**config.mk**
```make
export PLATFORM = sky130hd
export DESIGN_NAME = wb_rf_hilo_flat
export DESIGN_NICKNAME = d
export VERILOG_FILES = /design/src/rtl/wb_rf_hilo_pkg.sv /design/src/rtl/wb_rf_hilo_if.sv /design/src/rtl/wb_rf_hilo_hilo_reg.sv /design/src/rtl/wb_rf_hilo.sv /design/src/flat_wrapper.sv
export SDC_FILE = /design/constraint.sdc
export NUM_CORES = 2
export LEC_CHECK = 0
export ABC_CLOCK_PERIOD_IN_PS = 206900
export CORE_ASPECT_RATIO = 0.9
export CORE_MARGIN = 2
export CORE_UTILIZATION = 43
export DETAILED_ROUTE_END_ITERATION = 10
export PLACE_DENSITY = 0.68
export SLEW_MARGIN = 0
export SYNTH_ARGS = -nofsm -noshare
export SYNTH_HDL_FRONTEND = slang
export SYNTH_SLANG_ARGS = --single-unit
```
**constraint.sdc**
```tcl
create_clock -name clk -period 206.9 [get_ports clk]
set_clock_uncertainty 0.15 [all_clocks]
set_input_delay 51.725 -clock clk [delete_from_list [all_inputs] [get_ports clk]]
set_output_delay 51.725 -clock clk [all_outputs]
set_load 0.01 [all_outputs]
```
**src/rtl/wb_rf_hilo_pkg.sv**
```systemverilog
// WB-to-RF bus layout shared by the register file and its users.
// Field widths and the packed bus struct; no ports.
package wb_rf_hilo_pkg;

  localparam int WB_TO_RF_WD = 104;
  localparam int XLEN        = 32;
  localparam int RA_W        = 5;

  typedef struct packed {
    logic            hi_we;
    logic            lo_we;
    logic [XLEN-1:0] hi_wdata;
    logic [XLEN-1:0] lo_wdata;
    logic            rf_we;
    logic [RA_W-1:0] rf_waddr;
    logic [XLEN-1:0] rf_wdata;
  } wb_rf_t;

  function automatic logic gpr_wr(
    input wb_rf_t b
  );
    return b.rf_we && (b.rf_waddr != '0);
  endfunction

endpackage

```
**src/rtl/wb_rf_hilo_if.sv**
```systemverilog
// WB/ID side bundle of the register file: write bus, read addrs/data.
// master = WB+ID driver side, slave = register file.
interface wb_rf_hilo_if;
  import wb_rf_hilo_pkg::*;

  logic [WB_TO_RF_WD-1:0] wb_to_rf_bus;
  logic [RA_W-1:0]        raddr1;
  logic [RA_W-1:0]        raddr2;
  logic [XLEN-1:0]        rdata1;
  logic [XLEN-1:0]        rdata2;
  logic [XLEN-1:0]        hi_rdata;
  logic [XLEN-1:0]        lo_rdata;

  modport master (
    output wb_to_rf_bus, raddr1, raddr2,
    input  rdata1, rdata2, hi_rdata, lo_rdata
  );

  modport slave (
    input  wb_to_rf_bus, raddr1, raddr2,
    output rdata1, rdata2, hi_rdata, lo_rdata
  );

endinterface

```
**src/rtl/wb_rf_hilo_hilo_reg.sv**
```systemverilog
// HI/LO pair with independent write enables and optional bypass.
// Ports: clk, rst, i_hi_we/i_lo_we, i_*_wdata in, o_*_rdata out.
module hilo_reg
  import wb_rf_hilo_pkg::*;
#(
  parameter bit BYPASS = 1'b1
) (
  input  logic            clk,
  input  logic            rst,
  input  logic            i_hi_we,
  input  logic            i_lo_we,
  input  logic [XLEN-1:0] i_hi_wdata,
  input  logic [XLEN-1:0] i_lo_wdata,
  output logic [XLEN-1:0] o_hi_rdata,
  output logic [XLEN-1:0] o_lo_rdata
);

  logic [XLEN-1:0] r_hi;
  logic [XLEN-1:0] r_lo;

  always_ff @(posedge clk or posedge rst) begin
    if (rst) begin
      r_hi <= '0;
      r_lo <= '0;
    end else begin
      if (i_hi_we) r_hi <= i_hi_wdata;
      if (i_lo_we) r_lo <= i_lo_wdata;
    end
  end

  // Outputs forced to 0 while in reset, bypass included.
  always_comb begin
    o_hi_rdata = r_hi;
    o_lo_rdata = r_lo;
    if (BYPASS && i_hi_we) o_hi_rdata = i_hi_wdata;
    if (BYPASS && i_lo_we) o_lo_rdata = i_lo_wdata;
    if (rst) begin
      o_hi_rdata = '0;
      o_lo_rdata = '0;
    end
  end

endmodule

```
**src/rtl/wb_rf_hilo.sv**
```systemverilog
// 32x32 GPR file plus HI/LO, written from the WB-to-RF bus.
// Ports: clk, rst, bus (slave: write bus, 2 GPR reads, HI/LO reads).
module wb_rf_hilo
  import wb_rf_hilo_pkg::*;
#(
  parameter bit BYPASS = 1'b1,
  parameter int RF_WD  = WB_TO_RF_WD
) (
  input  logic         clk,
  input  logic         rst,
  wb_rf_hilo_if.slave  bus
);

  logic [RF_WD-1:0] w_raw;
  wb_rf_t           w_bus;
  logic             w_wr;
  logic [XLEN-1:0]  r_regs [32];

  assign w_raw = bus.wb_to_rf_bus;
  assign w_bus = wb_rf_t'(w_raw);
  assign w_wr  = gpr_wr(w_bus);

  // Entry 0 is never written, so $0 stays 0.
  always_ff @(posedge clk or posedge rst) begin
    if (rst) begin
      for (int i = 0; i < 32; i++) r_regs[i] <= '0;
    end else if (w_wr) begin
      r_regs[w_bus.rf_waddr] <= w_bus.rf_wdata;
    end
  end

  always_comb begin
    bus.rdata1 = '0;
    if (bus.raddr1 != '0) begin
      bus.rdata1 = r_regs[bus.raddr1];
      if (BYPASS && w_wr && bus.raddr1 == w_bus.rf_waddr)
        bus.rdata1 = w_bus.rf_wdata;
    end
    if (rst) bus.rdata1 = '0;
  end

  always_comb begin
    bus.rdata2 = '0;
    if (bus.raddr2 != '0) begin
      bus.rdata2 = r_regs[bus.raddr2];
      if (BYPASS && w_wr && bus.raddr2 == w_bus.rf_waddr)
        bus.rdata2 = w_bus.rf_wdata;
    end
    if (rst) bus.rdata2 = '0;
  end

  hilo_reg #(
    .BYPASS (BYPASS)
  ) u_hilo (
    .clk        (clk),
    .rst        (rst),
    .i_hi_we    (w_bus.hi_we),
    .i_lo_we    (w_bus.lo_we),
    .i_hi_wdata (w_bus.hi_wdata),
    .i_lo_wdata (w_bus.lo_wdata),
    .o_hi_rdata (bus.hi_rdata),
    .o_lo_rdata (bus.lo_rdata)
  );

endmodule

```
**src/flat_wrapper.sv**
```systemverilog
// flat-port wrapper written by rule: the top's interface ports become plain ports
module wb_rf_hilo_flat import wb_rf_hilo_pkg::*;
#(
  parameter bit BYPASS = 1'b1,
  parameter int RF_WD  = WB_TO_RF_WD
)
  (clk, rst, bus_wb_to_rf_bus, bus_raddr1, bus_raddr2, bus_rdata1, bus_rdata2, bus_hi_rdata, bus_lo_rdata);
  wb_rf_hilo_if bus_i ();
  input  logic clk;
  input  logic rst;
  input wire logic [$bits(bus_i.wb_to_rf_bus)-1:0] bus_wb_to_rf_bus;
  input wire logic [$bits(bus_i.raddr1)-1:0] bus_raddr1;
  input wire logic [$bits(bus_i.raddr2)-1:0] bus_raddr2;
  output wire logic [$bits(bus_i.rdata1)-1:0] bus_rdata1;
  output wire logic [$bits(bus_i.rdata2)-1:0] bus_rdata2;
  output wire logic [$bits(bus_i.hi_rdata)-1:0] bus_hi_rdata;
  output wire logic [$bits(bus_i.lo_rdata)-1:0] bus_lo_rdata;
  assign bus_i.wb_to_rf_bus = bus_wb_to_rf_bus;
  assign bus_i.raddr1 = bus_raddr1;
  assign bus_i.raddr2 = bus_raddr2;
  assign bus_rdata1 = bus_i.rdata1;
  assign bus_rdata2 = bus_i.rdata2;
  assign bus_hi_rdata = bus_i.hi_rdata;
  assign bus_lo_rdata = bus_i.lo_rdata;
  wb_rf_hilo #(.BYPASS(BYPASS), .RF_WD(RF_WD)) u_core (.clk(clk), .rst(rst), .bus(bus_i));
endmodule
```
==> impl_metrics.toml <==
[die]
start_util_pct = 43.2
die_y_um = 351
rows = 127
die-area_um2 = 137000
ios = 244
core_area_um2 = 133000
die_w_um = 389

[global_routing]
grt_pass1_vias = 37600
grt_max_degree = 170
grt_usage_pct = 25.7
overflow = 0
antenna_found_initial = 10
grt_first_pass_wirelength_mm = 260

[drt]
drt_iter0_drc = 3620
dr.pass1.iters = 7
routed_wl_mm = 175
viasPerCell = 6.45
ant_nets = 0
drc = 0
wire_per_inst_um = 30.7
vias = 36900

[worst_hold_path]
min_path_type = "flip-flop to flip-flop"

[worst_setup_path]
worst-path-stages = 6
start_kind = "primary input"
setup.worst_path.start = "rst"
cp_slowest_cell = "buf_4"
r2r-end = "u_core.r_regs[231]"
cp_max_fo = 105
critPathBufInv = 5
end_kind = "primary output"
reg2regPathDepth = 1
arrival_ps = 56020
worstPathCellList = "clkdlybuf4s50_1 -> inv_8 -> buf_4 -> buf_4 -> and2_1 -> clkdlybuf4s50_1"
r2r_slack_ps = 205910
crit_type = "primary input to primary output"
crit_required_ps = 155030
cpLargestDelayFamily = "buffers and inverters"
r2r-start = "u_core.r_regs[231]"
endpoint = "bus_hi_rdata[5]"
max_stage_delay_ps = 970

[sta]
setup_tns_ps = 0
clock.fmax_mhz = 9.27
fin_crit_ps = 107890
drv_slew = 0
max_slew_margin_pct = 19.3
worst_slack_ps = 99010
hold_violations = 0
holdWs_ps = 247
fin_crit_sh_pct = 52.1
tightestPinTransition_ps = 1210
finalSetupViolCount = 0
rsz0062_at_grt = "false"

[synth]
synth_edf_count = 0
dominantRegCellSynth = "dfrtp_1"
syn-instance-count = 3866
syn-num-nets = 3982
syn_area_per_cell_um2 = 14.9
synth_warnings = 0
async_flop_share_pct = 100
ys_seq_area_share_pct = 47.4
ys_ff_latch = 1088
netlist-cell-type-count = 44
syn-cell-area_um2 = 57500

[placed_design]
gp_congestion = 0.822
post-dp-hpwl_mm = 99.7
post-place-ws_ps = 98910
port_buffers = 243
post_dp_cell_area_um2 = 61300
dp_cells = 5508

[clock_tree]
post_cts_buffers = 0
clk_pin_slew_ps = 60
cts_resized = 0
cts_tree = "yes"
insertion_delay_ps = 720
cts_made_buffers = 114
clock_sinks = 1088
cts_buffer_depth = 3
ctsHoldBuffers = 0
cts_root_buf = "clkbuf_16"
htreeDepth = 3

[cells_and_area]
drive_gt1_share_pct = 47.1
areaGrowthSynthToFinish_pct = 13.4
fillers = 11200
post-route-util_pct = 49.0
fin_nets = 3999
fin_cells = 5718
stdcell_area_um2 = 65200

[outcome]
status = "finished, final reports clean"

[power]
p_leak_nw = 27.8
peakVddDrop_uv = 7.03
finalPower_mw = 0.618
p_per_area_nw_per_um2 = 9.48

[flow_run]
drv_cap = 0
[area by class of cell]
class                      instances  area [um^2]  share of cell area [%]
tap                             1741         2180                    3.34
timing repair buffer             345         3280                    5.03
clock inverter                    36          529                   0.812
multi-input combinational       2329        28600                    43.8
antenna                            3         7.51                  0.0115
clock buffer                     171         3390                    5.20
inverter                           5         27.5                  0.0422
sequential                      1088        27200                    41.8
[placed cells by master (no fill, tap or decap), types with 3 or more instances in the layout]
cell type	instances
diode_2	3
nand2_4	4
and3_1	3
clkinv_2	19
mux2_1	39
buf_8	4
clkbuf_8	31
nor2_4	15
buf_4	99
a22oi_1	125
buf_12	5
clkbuf_16	115
dfrtp_1	1088
a221oi_1	30
a21oi_1	93
clkdlybuf4s50_1	235
o211ai_1	3
mux2i_1	127
mux4_2	481
nand2_2	11
nor2_1	36
nand3_1	7
mux2_2	1050
inv_1	3
inv_6	3
nand2_1	41
and2_1	93
clkbuf_1	26
bufinv_16	10
xor2_1	10
a211oi_1	32
a221o_1	32
o21ai_0	61
nor3b_1	3
nand3b_1	5
[cells by family (layout without fill, tap and decap cells)]
logic type | after synthesis | count (layout) | share of synthesized area, %
buffers and inverters | 449 | 557 | 3.33
other | 0 | 3 | 0
AOI/OAI and AO/OA | 381 | 381 | 4.51
and+or+nand+nor | 241 | 241 | 2.23
muxes | 1697 | 1697 | 42.4
xor gates and xnor gates | 10 | 10 | 0.152
DFF | 1088 | 1088 | 47.4
[registers in the layout, indices dropped and copies added, names as in the netlist]
register / flops
u_core.u_hilo.r_hi: 32
u_core.r_regs: 1024
u_core.u_hilo.r_lo: 32
[report_power, final]
| part | switching, mW | leakage (nW) | internal [mW] |
|---|---|---|---|
| clock network | 0.0886 | 1.94 | 0.125 |
| registers | 0.0279 | 13.9 | 0.252 |
| logic | 0.0488 | 11.9 | 0.0752 |
[layer usage]
layer  track usage [%]  vias to the layer above  part of all wire [%]
li1                  -                    14900                     -
met1              36.0                    20000                    42
met2              39.4                     1657                    46
met3              6.63                      335                   8.8
met4              8.05                       10                   3.1
met5                 0                        -                 0.033
[how the worst min path moves through the flow]
stage	slack, ps	end	cells past startpoint	start
2_1_floorplan	290	u_core.r_regs[1000]	1	u_core.r_regs[1000]
3_3_place_gp	230	u_core.r_regs[1023]	0	u_core.r_regs[1023]
3_5_place_dp	230	u_core.r_regs[1001]	0	u_core.r_regs[1001]
4_1_cts	250	u_core.r_regs[1017]	0	u_core.r_regs[1017]
5_1_grt	260	u_core.r_regs[1001]	0	u_core.r_regs[1001]
6_report	250	u_core.r_regs[1014]	0	u_core.r_regs[1014]
[cell usage after synthesis, drive strengths merged (2+ instances only)]
cell / number / share of area [%]
mux2: 1089 / 21
dfrtp: 1088 / 47
mux4: 481 / 19
clkbuf: 240 / 1.6
buf: 204 / 1.7
mux2i: 127 / 2.2
a22oi: 125 / 1.6
and2: 95 / 1.0
a21oi: 93 / 0.81
o21ai: 62 / 0.54
nand2: 56 / 0.37
nor2: 52 / 0.34
a211oi: 32 / 0.42
a221o: 32 / 0.56
a221oi: 30 / 0.46
xor2: 10 / 0.15
nand3: 8 / 0.070
inv: 5 / 0.033
nand3b: 5 / 0.065
nor2b: 4 / 0.044
nor3: 4 / 0.061
and3: 3 / 0.033
nor3b: 3 / 0.039
o211ai: 3 / 0.039
and4: 2 / 0.030
nand4b: 2 / 0.030
(Power assumes the default switching activity.)
